$ cat src/rtl/i2s_transmitter.sv
// I2S bus-master transmitter: divides clk into i2s_sck/i2s_ws and shifts stereo
// PCM frames out MSB-first with the one-bit I2S data delay.
module i2s_transmitter #(
    parameter int DATA_SIZE = 16,
    parameter int CLK_DIV   = 4
) (
    input  logic                 clk,
    input  logic                 rst,
    input  logic [DATA_SIZE-1:0] left_data,
    input  logic [DATA_SIZE-1:0] right_data,
    input  logic                 sample_valid,
    output logic                 sample_ready,
    output logic                 i2s_sck,
    output logic                 i2s_ws,
    output logic                 i2s_sd,
    output logic                 underrun
);

    localparam int FRAME  = 2 * DATA_SIZE;
    localparam int SLOT_W = $clog2(FRAME);
    localparam int DIV_W  = (CLK_DIV > 1) ? $clog2(CLK_DIV) : 1;

    localparam logic [DIV_W-1:0]  DIV_LAST  = DIV_W'(CLK_DIV - 1);
    localparam logic [SLOT_W-1:0] SLOT_LAST = SLOT_W'(FRAME - 1);
    localparam logic [SLOT_W-1:0] SLOT_HALF = SLOT_W'(DATA_SIZE);

    logic [DIV_W-1:0]     div_cnt;
    logic [SLOT_W-1:0]    slot;
    logic [SLOT_W-1:0]    slot_nxt;
    logic [FRAME-1:0]     shift_reg;
    logic [DATA_SIZE-1:0] hold_left;
    logic [DATA_SIZE-1:0] hold_right;
    logic                 full;
    logic                 tick;
    logic                 fall;
    logic                 frame_start;
    logic                 accept;

    assign sample_ready = ~full;
    assign tick         = (div_cnt == DIV_LAST);
    assign fall         = tick & i2s_sck;
    assign frame_start  = fall & (slot == SLOT_LAST);
    assign accept       = sample_valid & ~full;

    always_comb begin
        slot_nxt = slot + 1'b1;
        if (slot == SLOT_LAST)
            slot_nxt = '0;
    end

    always_ff @(posedge clk) begin
        if (rst) begin
            div_cnt    <= '0;
            i2s_sck    <= 1'b0;
            i2s_ws     <= 1'b1;
            i2s_sd     <= 1'b0;
            underrun   <= 1'b0;
            slot       <= SLOT_LAST;
            shift_reg  <= '0;
            hold_left  <= '0;
            hold_right <= '0;
            full       <= 1'b0;
        end else begin
            underrun <= 1'b0;
            div_cnt  <= tick ? '0 : div_cnt + 1'b1;
            if (tick)
                i2s_sck <= ~i2s_sck;

            // accept and frame-start drain are disjoint: one needs full low, the other high
            if (accept) begin
                hold_left  <= left_data;
                hold_right <= right_data;
                full       <= 1'b1;
            end

            if (fall) begin
                slot   <= slot_nxt;
                i2s_ws <= (slot_nxt >= SLOT_HALF);
                // MSB of the shifter is always the bit for the upcoming slot, which
                // yields the one-slot delay and carries the right LSB into slot 0
                i2s_sd <= shift_reg[FRAME-1];
                if (frame_start) begin
                    if (full) begin
                        shift_reg <= {hold_left, hold_right};
                        full      <= 1'b0;
                    end else begin
                        shift_reg <= '0;
                        underrun  <= 1'b1;
                    end
                end else begin
                    shift_reg <= {shift_reg[FRAME-2:0], 1'b0};
                end
            end
        end
    end

endmodule

$ cat config.mk
export PLATFORM = sky130hd
export DESIGN_NAME = i2s_transmitter
export DESIGN_NICKNAME = d
export VERILOG_FILES = /design/src/rtl/i2s_transmitter.sv
export SDC_FILE = /design/constraint.sdc
export NUM_CORES = 1
export LEC_CHECK = 0
export ABC_AREA = 1
export BUFFER_PORTS_ARGS = -buffer_cell sky130_fd_sc_hd__buf_2
export CORE_ASPECT_RATIO = 1.5
export CORE_UTILIZATION = 40
export CTS_CLUSTER_SIZE = 16
export DETAILED_ROUTE_END_ITERATION = 6
export PLACE_DENSITY = 0.66
export SKIP_CTS_REPAIR_TIMING = 1
export SLEW_MARGIN = 20
export SYNTH_ARGS = -nofsm -noshare
export SYNTH_HDL_FRONTEND = slang
export SYNTH_SLANG_ARGS = --single-unit
$ cat constraint.sdc
create_clock -name clk -period 2.2 [get_ports clk]
set_clock_uncertainty 0.1 [all_clocks]
set_input_delay 0.11 -clock clk [delete_from_list [all_inputs] [get_ports clk]]
set_output_delay 0.11 -clock clk [all_outputs]
set_load 0.02 [all_outputs]
=== Word-level counts from Yosys, hierarchy flattened ===
Cells that the tools add are included.

* Logic and storage cells: 32
* RAM bits: 0
* Memories: 0
* Input bits: 35
* ROM bits: 0
* Bits in registers: 76
* Latch bits: 0
* Output and inout bits: 5

* Divide/modulo/power cells: 0
* Shift operators: 0
* Reductions and logical operators: 2
* Equality and inequality tests: 2
* Bitwise operators: 7
* Add/subtract/negate cells: 2
* Muxes and demuxes: 8
* Order comparisons: 1
* Multipliers: 0

{| class="wikitable"
|+ Operator list
! cell !! number
|-
| $mux W32 || 2
|-
| $add A5 B1 Y5 const B || 1
|-
| $eq A5 B5 Y1 const B || 1
|-
| $ge A5 B5 Y1 const B || 1
|-
| $mux W1 || 5
|-
| $mux W5 || 1
|-
| $not A1 Y1 || 4
|-
| $and A1 B1 Y1 || 3
|-
| $reduce_or A3 Y1 || 1
|-
| $add A2 B1 Y2 const B || 1
|-
| $eq A2 B2 Y1 const B || 1
|-
| $reduce_or A2 Y1 || 1
|}

=== Longest topological paths before layout ===
* Depth in word-level cells: 6
* Mapped depth: 9

=== Worst setup path after synthesis ===
OpenSTA, ideal clock, no wires.

* Path type: register to register
* Start: register slot[0]
* End: register shift_reg[5]
* Required time: 1.979 ns
* Arrival time: 1.358 ns
* Library setup time: 0.121 ns
* Path slack: 0.621 ns
* Cell stages (with the launch flop): 9
* Path buffers: 1
* Clock period less this slack: 1.579 ns
* Path through: dfxtp_1 -> ha_1 -> inv_1 -> nor2_1 -> ha_1 -> clkbuf_1 -> o21ai_0 -> nand3_1 -> o21ai_0

* Longest elaborated chain between the ends: 3

{| class="wikitable"
|+ RTL lines
! what !! line !! RTL
|-
| start: declaration || 28 || <nowiki>logic [SLOT_W-1:0] slot;</nowiki>
|-
| start signal: assignment || 77 || <nowiki>slot <= slot_nxt;</nowiki>
|-
| $eq A5 B5 Y1 || 42 || <nowiki>assign frame_start = fall & (slot == SLOT_LAST);</nowiki>
|-
| $and A1 B1 Y1 || 42 ||
|-
| $mux W32 || 82 || <nowiki>if (frame_start) begin</nowiki>
|-
| end signal: assignment || 84 || <nowiki>shift_reg <= {hold_left, hold_right};</nowiki>
|-
| end signal: assignment || 91 || <nowiki>shift_reg <= {shift_reg[FRAME-2:0], 1'b0};</nowiki>
|-
| end: declaration || 30 || <nowiki>logic [FRAME-1:0] shift_reg;</nowiki>
|}

No other way between the ends.
A chain may end at the register's enable or synchronous reset.

=== Final worst setup path ===
* Start: register slot[0]
* End: register shift_reg[3]

The elaborated chain is that of the path after synthesis.

==> results_dict.tcl <==
set metrics [dict create \
    hold_start "right_data[6]" \
    final_cell_mix "dfxtp_1 (75), o21ai_0 (55), nor2_1 (41)" \
    met2_length_um 3213 \
    cap_viol_max_count 0 \
    synth_area_um2 2979 \
    reg2reg_depth 9 \
    clock_latency_ps 350 \
    ios 40 \
    syn_nets 419 \
    wl_per_cell_um 11.63 \
    yosysTopAreaCell "dfxtp_1" \
    r2r_start "slot[0]" \
    yosys.area.top_type_share 0.5040 \
    wl_met1_um 2830 \
    rsz0062_at_grt "no" \
    fin_crit_ps 1838 \
    worst_ep_arrival_time_ps 1960 \
    grt_pass1_vias 2416 \
    synth-xor-area-share 0 \
    antenna_found_initial 0 \
    ys_top_cells_by_area "dfxtp_1 (50%), o21ai_0 (9.2%), o21ai_1 (6.6%)" \
    grt_pass1_wl_um 10730 \
    cts_sinks 75 \
    drive_gt1_frac 0.1518 \
    crit_required_ps 2320 \
    synth_simple_gate_area_share 0.1537 \
    relSlewSlack 0.6703 \
    clkSlewWorstSetupHoldPaths_ps 80 \
    overflow 0 \
    firstDrtPassIters 4 \
    hp-class "in2reg" \
    via_per_inst 4.951 \
    synth-compound-area-share 0.2302 \
    tns_ps 0 \
    n_antenna_cell 0 \
    ys_warn_count 0 \
    dp_hpwl_um 4035 \
    cts_buffer_depth 2 \
    drv_slew 0 \
    synthCells 381 \
    final_hold_viol_count 2 \
    die_area_um2 7804 \
    peakVddDrop_v 0.0005187 \
    drtIter0Drc 151 \
    cts-root-buf "clkbuf_8" \
    ant_nets 0 \
    start_kind "flip-flop" \
    min_path_cells 3 \
    gp_congestion 0.8059 \
    h-tree-depth 3 \
    rows 38 \
    top_layer_used "met4" \
    max_freq_mhz 544.0 \
    final_cell_area_um2 3729 \
    dpl-instance-area_um2 3214 \
    ys_seq_area_frac 0.5040 \
    synth-seq-cells 75 \
    syn_avg_cell_area_um2 7.819 \
    synthMuxAreaShare 0 \
    hold_slack_ps -34.44 \
    post_synth_num_cell_types 24 \
    die_h_um 107.7 \
    area_delta_synth_final_pct 25.16 \
    synth_top_family_by_area "compound AO/OA/AOI/OAI gates" \
    wl_um 6374 \
    grt_usage 0.1770 \
    vias 2713 \
    cp-end-kind "flip-flop" \
    nNetsFinal 481 \
    cts_tree "done" \
    finalCritPeriodShare 0.8355 \
    status "finished, violations left" \
    drc 0 \
    final_common_cell "dfxtp_1" \
    startpoint "slot[0]" \
    initial_utilization 0.4122 \
    setup_viol 0 \
    grt_max_degree 33 \
    utilization 0.5159 \
    largest_reg_flops 32 \
    synthAdderAreaFrac 0.01260 \
    power.density_nw_per_um2 750.0 \
    numCtsBuffers 9 \
    criticalPathCategory "reg2reg" \
    power.leakage_uw 0.001453 \
    fp.coreArea_um2 7227 \
    worstMarginPinSlew_ps 492.9 \
    port_buffers 39 \
    die_w_um 72.47 \
    violations "hold timing" \
    dr_wl_met3_um 202 \
    crit_fanout 25 \
]
## power breakdown
part | switching [uW] | internal (uW) | total, uW
clock network | 480 | 584 | 1060
registers | 26.1 | 1420 | 1440
logic | 164 | 126 | 290
## synth_stat cells
cell type  count
a21oi_1       34
buf_2         10
buf_4          4
buf_6          3
clkbuf_1       7
clkbuf_2       2
dfxtp_1       75
ha_1           3
inv_1         36
inv_2          3
nand2_1       20
nand2_2        3
nand3_1       35
nand4_1        1
nor2_1        41
nor2_4         1
nor3_1         2
nor3b_1        1
o21ai_0       55
o21ai_1       39
o21bai_1       1
o22a_1         2
o22ai_1        2
o31ai_1        1
## kinds of logic after synthesis
kind of cell             Yosys count
AO/OA/AOI/OAI                    134
adder cells (fa/ha/maj)            3
flip-flops                        75
buffers and inverters             65
AND/OR/NAND/NOR                  104
## stage by stage
step,power [uW],worst slack [ps],instances
global route,2929,208.9,548
finish,2796,361.8,548
detailed placement,1725,419.6,501
global placement,1718,469.4,501
floorplan,1646,621.3,381
CTS,2780,366.0,517
## area by class of cell
type | instances | area, um2
flip-flops and latches | 75 | 1501
inverters | 39 | 146.4
clock inverters | 4 | 48.80
clock buffers | 12 | 155.1
repair buffers | 77 | 570.5
multi-input cells | 241 | 1181
fillers | 759 | 3498
well taps | 100 | 125.1
## critical path: stages, from the launching register on
cell	delay, ps
dfxtp_1	360
ha_1	230
inv_1	80
nor2_1	50
ha_1	180
inv_1	260
buf_12	210
nand2_1	70
nand3_1	70
o21ai_0	80
## layer usage
metal  GRT usage  vias up
li1            -     1399
met1      0.2083     1257
met2      0.2971       48
met3     0.03090        9
met4      0.1022        0
met5           0        -
## final timing paths
path	end	slack, ps
setup / recovery	shift_reg[3]	360
hold / removal	hold_right[6]	-30
setup reg to reg	shift_reg[3]	360
hold reg to reg	div_cnt[0]	330
Power figures use the tool's default switching activity.
